**config.mk**
```make
export PLATFORM = sky130hd
export DESIGN_NAME = hilo_div_unit_flat
export DESIGN_NICKNAME = d
export VERILOG_FILES = /design/src/rtl/hilo_div_unit_pkg.sv /design/src/rtl/hilo_div_if.sv /design/src/rtl/hilo_div_unit_div_core.sv /design/src/rtl/hilo_div_unit.sv /design/src/flat_wrapper.sv
export SDC_FILE = /design/constraint.sdc
export NUM_CORES = 1
export LEC_CHECK = 0
export ABC_AREA = 1
export BUFFER_PORTS_ARGS = -buffer_cell sky130_fd_sc_hd__buf_2
export CELL_PAD_IN_SITES_DETAIL_PLACEMENT = 0
export CELL_PAD_IN_SITES_GLOBAL_PLACEMENT = 1
export CORE_MARGIN = 1.5
export CORE_UTILIZATION = 37
export CTS_BUF_LIST = sky130_fd_sc_hd__clkbuf_16
export DETAILED_ROUTE_END_ITERATION = 6
export PLACE_DENSITY = 0.9
export SLEW_MARGIN = 20
export SYNTH_ARGS = -nofsm -noshare
export SYNTH_HDL_FRONTEND = slang
export SYNTH_SLANG_ARGS = --single-unit
```
**constraint.sdc**
```tcl
create_clock -name clk -period 8.64 [get_ports clk]
set_input_delay 2.16 -clock clk [delete_from_list [all_inputs] [get_ports clk]]
set_output_delay 2.16 -clock clk [all_outputs]
set_load 0.01 [all_outputs]
```
**src/rtl/hilo_div_unit_pkg.sv**
```systemverilog
// Shared types and constants for the HI/LO register pair and divide engine.
`timescale 1ns/1ps
package hilo_div_unit_pkg;

  localparam int DATA_W = 32;

  // Function-field encodings of the two divide instructions.
  localparam logic [5:0] OP_DIV  = 6'b011010;
  localparam logic [5:0] OP_DIVU = 6'b011011;

  typedef enum logic [1:0] {
    ST_IDLE = 2'b00,
    ST_DIV  = 2'b01,
    ST_DONE = 2'b10
  } div_state_e;

endpackage

```
**src/rtl/hilo_div_if.sv**
```systemverilog
// Pipeline-side bundle for the HI/LO and divide unit; master = pipeline/ALU, slave = unit.
`timescale 1ns/1ps
interface hilo_div_if #(
  parameter int WIDTH = 32
) ();
  import hilo_div_unit_pkg::*;

  // Handshake: div_start is a request taken only in IDLE/DONE with flush low.
  // stall_o is the busy indication (combinational in the start cycle), and
  // div_done pulses for one cycle once the result is readable on hi_o/lo_o.
  logic               hilo_we;
  logic [2*WIDTH-1:0] hilo_i;
  logic               div_start;
  logic               div_signed;
  logic [WIDTH-1:0]   div_a;
  logic [WIDTH-1:0]   div_b;
  logic               flush;
  logic               stall_o;
  logic               div_done;
  logic [WIDTH-1:0]   hi_o;
  logic [WIDTH-1:0]   lo_o;
  div_state_e         state;

  modport master (
    output hilo_we, hilo_i, div_start, div_signed, div_a, div_b, flush,
    input  stall_o, div_done, hi_o, lo_o, state
  );

  modport slave (
    input  hilo_we, hilo_i, div_start, div_signed, div_a, div_b, flush,
    output stall_o, div_done, hi_o, lo_o, state
  );

endinterface

```
**src/rtl/hilo_div_unit_div_core.sv**
```systemverilog
// Unsigned restoring divider datapath: one shift-subtract step per cycle.
`timescale 1ns/1ps
module hilo_div_unit_div_core #(
  parameter int WIDTH = 32
) (
  input  logic             clk,
  input  logic             rst,
  input  logic             load,
  input  logic             step,
  input  logic [WIDTH-1:0] dividend,
  input  logic [WIDTH-1:0] divisor,
  output logic [WIDTH-1:0] q_next,
  output logic [WIDTH-1:0] r_next,
  output logic             last
);

  logic [WIDTH-1:0] q_reg;
  logic [WIDTH-1:0] r_reg;
  logic [WIDTH-1:0] d_reg;
  logic [5:0]       count;

  logic [WIDTH:0]   r_shift;
  logic [WIDTH-1:0] diff;
  logic             ge;

  // Partial remainder stays below the divisor, so the shifted value fits in WIDTH+1 bits.
  assign r_shift = {r_reg, q_reg[WIDTH-1]};
  assign ge      = (r_shift >= {1'b0, d_reg});
  assign diff    = r_shift[WIDTH-1:0] - d_reg;
  assign r_next  = ge ? diff : r_shift[WIDTH-1:0];
  assign q_next  = {q_reg[WIDTH-2:0], ge};
  assign last    = (count == 6'(WIDTH - 1));

  always_ff @(posedge clk or posedge rst) begin
    if (rst) begin
      q_reg <= '0;
      r_reg <= '0;
      d_reg <= '0;
      count <= '0;
    end else if (load) begin
      q_reg <= dividend;
      r_reg <= '0;
      d_reg <= divisor;
      count <= '0;
    end else if (step) begin
      q_reg <= q_next;
      r_reg <= r_next;
      count <= count + 6'd1;
    end
  end

endmodule

```
**src/rtl/hilo_div_unit.sv**
```systemverilog
// HI/LO architectural registers plus the DIV/DIVU sequencer, sign fix-up and flush handling.
`timescale 1ns/1ps
module hilo_div_unit
  import hilo_div_unit_pkg::*;
#(
  parameter int WIDTH = 32
) (
  input logic       clk,
  input logic       rst,
  hilo_div_if.slave bus
);

  div_state_e       state;
  logic [WIDTH-1:0] hi_q;
  logic [WIDTH-1:0] lo_q;
  logic             done_q;
  logic             qneg_q;
  logic             rneg_q;

  logic             accept_state;
  logic             start_go;
  logic             a_neg;
  logic             b_neg;
  logic             b_zero;
  logic [WIDTH-1:0] a_mag;
  logic [WIDTH-1:0] b_mag;
  logic             core_load;
  logic             core_step;
  logic [WIDTH-1:0] core_q;
  logic [WIDTH-1:0] core_r;
  logic             core_last;

  assign accept_state = (state == ST_IDLE) || (state == ST_DONE);
  assign start_go     = accept_state && bus.div_start && !bus.flush && !rst;

  assign a_neg  = bus.div_signed && bus.div_a[WIDTH-1];
  assign b_neg  = bus.div_signed && bus.div_b[WIDTH-1];
  assign a_mag  = a_neg ? -bus.div_a : bus.div_a;
  assign b_mag  = b_neg ? -bus.div_b : bus.div_b;
  assign b_zero = (bus.div_b == '0);

  assign core_load = start_go && !b_zero;
  assign core_step = (state == ST_DIV) && !bus.flush;

  hilo_div_unit_div_core #(.WIDTH(WIDTH)) u_core (
    .clk      (clk),
    .rst      (rst),
    .load     (core_load),
    .step     (core_step),
    .dividend (a_mag),
    .divisor  (b_mag),
    .q_next   (core_q),
    .r_next   (core_r),
    .last     (core_last)
  );

  assign bus.stall_o  = (state == ST_DIV) || start_go;
  assign bus.div_done = done_q;
  assign bus.hi_o     = hi_q;
  assign bus.lo_o     = lo_q;
  assign bus.state    = state;

  always_ff @(posedge clk or posedge rst) begin
    if (rst) begin
      state  <= ST_IDLE;
      hi_q   <= '0;
      lo_q   <= '0;
      done_q <= 1'b0;
      qneg_q <= 1'b0;
      rneg_q <= 1'b0;
    end else begin
      done_q <= 1'b0;
      unique case (state)
        ST_IDLE, ST_DONE: begin
          state <= ST_IDLE;
          if (bus.hilo_we) begin
            hi_q <= bus.hilo_i[2*WIDTH-1:WIDTH];
            lo_q <= bus.hilo_i[WIDTH-1:0];
          end
          // A divide started alongside an ALU write overwrites it later (or now, for /0).
          if (start_go) begin
            qneg_q <= a_neg ^ b_neg;
            rneg_q <= a_neg;
            if (b_zero) begin
              hi_q   <= bus.div_a;
              lo_q   <= '1;
              done_q <= 1'b1;
              state  <= ST_DONE;
            end else begin
              state <= ST_DIV;
            end
          end
        end
        ST_DIV: begin
          if (bus.flush) begin
            state <= ST_IDLE;
          end else if (core_last) begin
            lo_q   <= qneg_q ? -core_q : core_q;
            hi_q   <= rneg_q ? -core_r : core_r;
            done_q <= 1'b1;
            state  <= ST_DONE;
          end
        end
        default: state <= ST_IDLE;
      endcase
    end
  end

endmodule

```
**src/flat_wrapper.sv**
```systemverilog
// flat-port wrapper written by rule: the top's interface ports become plain ports
module hilo_div_unit_flat import hilo_div_unit_pkg::*;
#(
  parameter int WIDTH = 32
)
  (clk, rst, bus_hilo_we, bus_hilo_i, bus_div_start, bus_div_signed, bus_div_a, bus_div_b, bus_flush, bus_stall_o, bus_div_done, bus_hi_o, bus_lo_o, bus_state);
  hilo_div_if #(.WIDTH(WIDTH)) bus_i ();
  input logic clk;
  input logic rst;
  input wire logic [$bits(bus_i.hilo_we)-1:0] bus_hilo_we;
  input wire logic [$bits(bus_i.hilo_i)-1:0] bus_hilo_i;
  input wire logic [$bits(bus_i.div_start)-1:0] bus_div_start;
  input wire logic [$bits(bus_i.div_signed)-1:0] bus_div_signed;
  input wire logic [$bits(bus_i.div_a)-1:0] bus_div_a;
  input wire logic [$bits(bus_i.div_b)-1:0] bus_div_b;
  input wire logic [$bits(bus_i.flush)-1:0] bus_flush;
  output wire logic [$bits(bus_i.stall_o)-1:0] bus_stall_o;
  output wire logic [$bits(bus_i.div_done)-1:0] bus_div_done;
  output wire logic [$bits(bus_i.hi_o)-1:0] bus_hi_o;
  output wire logic [$bits(bus_i.lo_o)-1:0] bus_lo_o;
  output wire logic [$bits(bus_i.state)-1:0] bus_state;
  assign bus_i.hilo_we = bus_hilo_we;
  assign bus_i.hilo_i = bus_hilo_i;
  assign bus_i.div_start = bus_div_start;
  assign bus_i.div_signed = bus_div_signed;
  assign bus_i.div_a = bus_div_a;
  assign bus_i.div_b = bus_div_b;
  assign bus_i.flush = bus_flush;
  assign bus_stall_o = bus_i.stall_o;
  assign bus_div_done = bus_i.div_done;
  assign bus_hi_o = bus_i.hi_o;
  assign bus_lo_o = bus_i.lo_o;
  assign bus_state = bus_i.state;
  hilo_div_unit #(.WIDTH(WIDTH)) u_core (.clk(clk), .rst(rst), .bus(bus_i));
endmodule
```
== Word level (Yosys, flattened, before mapping) ==
Cells that the tools add are included.

* Reduce and logical (&&, ||, !) cells: 19
* $lt $le $gt $ge: 1
* Equality and inequality tests: 6
* $add $sub $neg: 6
* Bitwise logic cells: 1
* Mux-type cells: 33

{| class="wikitable"
|+ Operators with widths
! kind !! count
|-
| $mux 32 || 19
|-
| $neg 32->32 || 4
|-
| $pmux 32 s2 || 2
|-
| $ge 33x32->1 || 1
|-
| $logic_not 32->1 || 1
|-
| $sub 32x32->32 || 1
|-
| $mux 6 || 2
|-
| $mux 2 || 4
|-
| $logic_and 1x1->1 || 7
|-
| $add 6x1->6 const B || 1
|-
| $eq 6x5->1 const B || 1
|-
| $mux 1 || 4
|-
| $pmux 2 s2 || 1
|-
| $reduce_bool 2->1 || 2
|-
| $logic_not 1->1 || 3
|-
| $ne 3x2->1 const B || 1
|-
| $reduce_and 3->1 || 1
|-
| $eq 2x1->1 const B || 1
|-
| $eq 2x2->1 const B || 1
|-
| $logic_not 2->1 || 1
|-
| $logic_or 1x1->1 || 2
|-
| $ne 2x1->1 const B || 1
|-
| $ne 2x2->1 const B || 1
|-
| $pmux 1 s2 || 1
|-
| 3 further kinds || 3
|}

* Output and inout bits: 68
* Flip-flop bits (word level): 171
* Word-level logic and storage cells: 76
* Input port bits: 134

== Longest topological paths before layout ==
* Depth after elaboration: 7
* Gate-level depth with buffers: 29
* Gate-level depth less buffers: 28

== By module ==
A second synthesis with hierarchy kept.

* Cells, all modules: 2538
* Area, all modules: 15685.0 um^2

{| class="wikitable"
|+ Modules (own cells, without submodules)
! module !! area each (um^2) !! instances !! cells an instance !! seq. area each (um^2)
|-
| hilo_div_unit || 8055.2 || 1 || 1417 || 1726.7
|-
| hilo_div_unit_div_core || 7629.8 || 1 || 1121 || 2552.4
|}

== Least setup slack after synthesis ==
No wires, ideal clock.

* Path kind: input port to output port
* Start point: input port rst
* End point: output port bus_stall_o
* Arrival: 6.566 ns
* Stages: 3
* Required time: 6.480 ns
* Buffers on the path: 0
* Path slack: -0.086 ns
* Cell sequence: inv_1 > nand4_1 > nand2_1

* Cells in the longest elaborated chain, start to end: 3

{| class="wikitable"
|+ Ends and longest elaborated chain
! element !! RTL line !! source
|-
| from (decl) || flat_wrapper.sv:9 || <nowiki>input logic rst;</nowiki>
|-
| $logic_not 1->1 || hilo_div_unit.sv:34 || <nowiki>assign start_go = accept_state && bus.div_start && !bus.flush && !rst;</nowiki>
|-
| $logic_and 1x1->1 || hilo_div_unit.sv:34 ||
|-
| $logic_or 1x1->1 || hilo_div_unit.sv:57 || <nowiki>assign bus.stall_o = (state == ST_DIV) || start_go;</nowiki>
|-
| to (decl) || flat_wrapper.sv:17 || <nowiki>output wire logic [$bits(bus_i.stall_o)-1:0] bus_stall_o;</nowiki>
|}

No other way between the ends.

== Worst setup path after layout ==
Same ends and word-level chain as after synthesis.

==> results.py <==
metrics = {
    "route": {
        "drc": 0,
        "vias_per_cell": 5.22,
        "ant_nets": 0,
        "wl_per_cell_um": 16.9,
        "routed_wl_mm": 49.6,
        "drt_iter0_drc": 1422,
        "routed-via-count": 15300,
        "drtPass1Iterations": 6,
    },
    "floorplanning": {
        "rows": 71,
        "start_util_pct": 37.7,
        "core_um2": 37800,
        "fp.dieH_um": 199,
        "die_w_um": 199,
        "dieArea_um2": 39700,
        "io_pins": 202,
    },
    "power": {
        "p_int_mw": 2.49,
        "ir_drop_uv": 267,
        "power.leakage_nw": 8.30,
        "clkPwrFrac_pct": 13.0,
        "switching_share_pct": 54.5,
        "p_seq_share_pct": 23.4,
        "power_density_nw_per_um2": 338,
        "p_sw_mw": 2.97,
        "combPwrFrac_pct": 63.6,
        "total_power_mw": 5.46,
    },
    "global_route": {
        "grt_max_degree": 74,
        "grt_pass1_vias": 14200,
        "grt_usage_pct": 25.2,
        "grt_pass1_wl_mm": 77.3,
        "antenna_found_initial": 6,
        "gr-total-overflow": 0,
    },
    "logic_synthesis": {
        "synthXorXnorAreaFrac_pct": 4.60,
        "synth.distinct_cells": 52,
        "synth_top_family_by_area": "simple AND/OR/NAND/NOR gates",
        "synth_compound_area_share_pct": 16.4,
        "synth.yosys.seq_area_share_pct": 30.0,
        "yosys.area_share.simple_pct": 34.8,
        "synthCells": 2269,
        "synthMuxAreaShare_pct": 0,
        "synthAdderAreaFrac_pct": 3.39,
        "synth_area_per_cell_um2": 6.29,
        "ys_warn_count": 0,
        "syn_area_um2": 14300,
        "synthesis.nets": 2441,
        "synth-seq-cells": 171,
    },
    "clocking": {
        "clockRootBuffer": "clkbuf_16",
        "hold_buffers": 0,
        "clock_sinks": 171,
        "htree_num_levels": 4,
        "cts_resized": 0,
        "cts_tree": "built",
        "numCtsBuffers": 17,
        "insertion_delay_ns": 0.46,
        "cts_max_path_buffers": 2,
        "clkTransAtPathRegs_ns": 0.07,
        "post_cts_buffers": 0,
    },
    "placement": {
        "gp_congestion": 0.899,
        "portBuffers": 201,
        "pre_cts_ws_ns": 2.47,
        "dpl.hpwl_mm": 38.0,
    },
    "timing": {
        "finClkSkew_ns": 0.0125,
        "fin_crit_ns": 6.12,
        "finalCritPeriodShare_pct": 70.9,
        "max_slew_margin_pct": 32.6,
        "setup_viol": 0,
        "fin_tns_setup_ns": 0,
        "fmax_mhz": 163,
        "hold_viol_final": 0,
        "worst_pin_slew_ns": 1.01,
        "final.setup.worst_slack_ns": 2.52,
        "slew_viol_final": 0,
        "holdWs_ns": 0.475,
        "rsz0062_at_grt": "false",
    },
    "worst_setup_path": {
        "required_ns": 6.48,
        "end_kind": "primary output",
        "worstSetupStartpointType": "input port",
        "worstPathArrival_ns": 3.96,
        "critPathKind": "input port to primary output",
        "worstPathMaxFanout": 38,
    },
    "cells_and_area": {
        "drive_gt1_share_pct": 13.0,
        "n_fill_cell": 4110,
        "nets": 2584,
        "syn_to_final_growth_pct": 13.2,
    },
    "job": {
        "maxCapViolCount": 0,
    },
    "status": {
        "status": "completed",
    },
    "min_path": {
        "hold_path.class": "register to register",
    },
}
==> cells by family (layout without fill, tap and decap cells) <==
| kind of cell | after synthesis | in the layout |
|---|---|---|
| AND/OR/NAND/NOR | 1185 | 1185 |
| AO/OA/AOI/OAI | 406 | 406 |
| buffers and inverters | 394 | 548 |
| flip-flops | 171 | 171 |
| XOR/XNOR | 75 | 75 |
| adder cells (fa/ha/maj) | 38 | 38 |
| other | 0 | 4 |
==> cell usage in the layout (no fill, tap or decap), types with 3 or more instances in the layout <==
cell,n
a21o_1,3
a21oi_1,141
a21oi_2,4
a22oi_1,11
a31oi_1,22
buf_2,201
buf_4,15
clkbuf_16,17
clkinv_1,4
clkinvlp_4,5
dfrtp_1,171
diode_2,4
ha_1,37
inv_1,286
inv_2,14
inv_6,3
nand2_1,641
nand2_2,15
nand2_4,3
nand3_1,182
nand3b_1,8
nand4_1,16
nor2_1,265
nor2_2,12
nor2_4,6
nor3_1,21
o211ai_1,18
o21ai_0,149
o21ai_1,11
o21ai_2,4
o221ai_1,30
o22ai_1,3
o31ai_1,3
or2_2,5
xnor2_1,12
xor2_1,63
==> cells in the mapped netlist, drive strengths merged <==
master | number | area share [%]
nand2 | 659 | 18
clkinv | 4 | 0.11
o22ai | 3 | 0.13
o31ai | 3 | 0.16
clkbuf | 69 | 1.8
nor3 | 23 | 0.88
o2111ai | 1 | 0.061
a41oi | 1 | 0.061
o211ai | 18 | 0.95
and3 | 2 | 0.088
ha | 37 | 3.2
o21bai | 1 | 0.053
o21ai | 165 | 6.0
a22oi | 11 | 0.58
inv | 298 | 7.9
or2 | 5 | 0.22
a22o | 1 | 0.061
a21oi | 146 | 5.3
nand3 | 185 | 6.6
fa | 1 | 0.14
and2 | 1 | 0.044
nand3b | 8 | 0.42
nor4 | 2 | 0.088
xnor2 | 12 | 0.74
nor2 | 284 | 8.0
o41ai | 1 | 0.061
dfrtp | 171 | 30
a21o | 3 | 0.16
buf | 23 | 1.0
a31oi | 22 | 0.96
o221ai | 30 | 1.8
nand4 | 16 | 0.70
xor2 | 63 | 3.9
==> critical path: stages <==
cell	delay (ns)
buf_2	0.12
clkinvlp_4	0.77
nand4_1	0.61
nand2_1	0.10
buf_2	0.16
==> cell type report <==
class                           instances  area, µm²  share of cell area [%]
Clock buffer                           17        425                    2.63
Multi-Input combinational cell       1704       8460                    52.4
Clock inverter                         13       80.1                   0.496
Antenna cell                            4       10.0                  0.0620
Inverter                              302       1140                    7.06
Tap cell                              511        639                    3.96
Sequential cell                       171       4280                    26.5
Timing Repair Buffer                  216       1120                    6.92
==> power by group through the flow <==
| stage | Clock (mW) | Combinational (mW) | Sequential, mW |
|---|---|---|---|
| floorplan | 0 | 2.55 | 1.25 |
| global placement | 0 | 3.38 | 1.28 |
| detailed placement | 0 | 3.43 | 1.29 |
| CTS | 0.720 | 3.44 | 1.27 |
| global route | 0.756 | 3.93 | 1.31 |
| finish | 0.711 | 3.47 | 1.28 |
==> metrics by stage <==
| step | cells | area [µm²] | utilization, % |
|---|---|---|---|
| after floorplan | 2269 | 14300 | - |
| after global placement | 2904 | 15600 | 41.3 |
| after detailed placement | 2904 | 15600 | 41.3 |
| after CTS | 2934 | 16100 | 42.7 |
| after global routing | 2938 | 16200 | 42.7 |
| final | 2938 | 16200 | 42.7 |
==> worst paths after layout <==
kind	start	to	slack, ns	cells after the start
max	rst	bus_stall_o	2.52	5
min	u_core.u_core.count[5]$_DFFE_PP0P_	u_core.u_core.count[5]$_DFFE_PP0P_	0.48	1
max reg2reg	u_core.u_core.r_reg[19]$_DFFE_PP0P_	u_core.bus.lo_o[30]$_DFFE_PP0P_	3.83	25
min reg2reg	u_core.u_core.count[5]$_DFFE_PP0P_	u_core.u_core.count[5]$_DFFE_PP0P_	0.48	1
max in group asynchronous	rst	u_core.u_core.q_reg[20]$_DFFE_PP0P_	5.19	3
min in group asynchronous	rst	u_core.bus.hi_o[4]$_DFFE_PP0P_	1.93	2
==> per-layer routing <==
| metal | global-route usage [%] | vias up | wire length (µm) |
|---|---|---|---|
| met5 | 0 | - | 26 |
| met4 | 9.33 | 4 | 1370 |
| met3 | 4.14 | 77 | 3280 |
| met2 | 38.3 | 531 | 21700 |
| met1 | 35.9 | 7138 | 23300 |
| li1 | - | 7590 | - |
(Power assumes the default switching activity.)
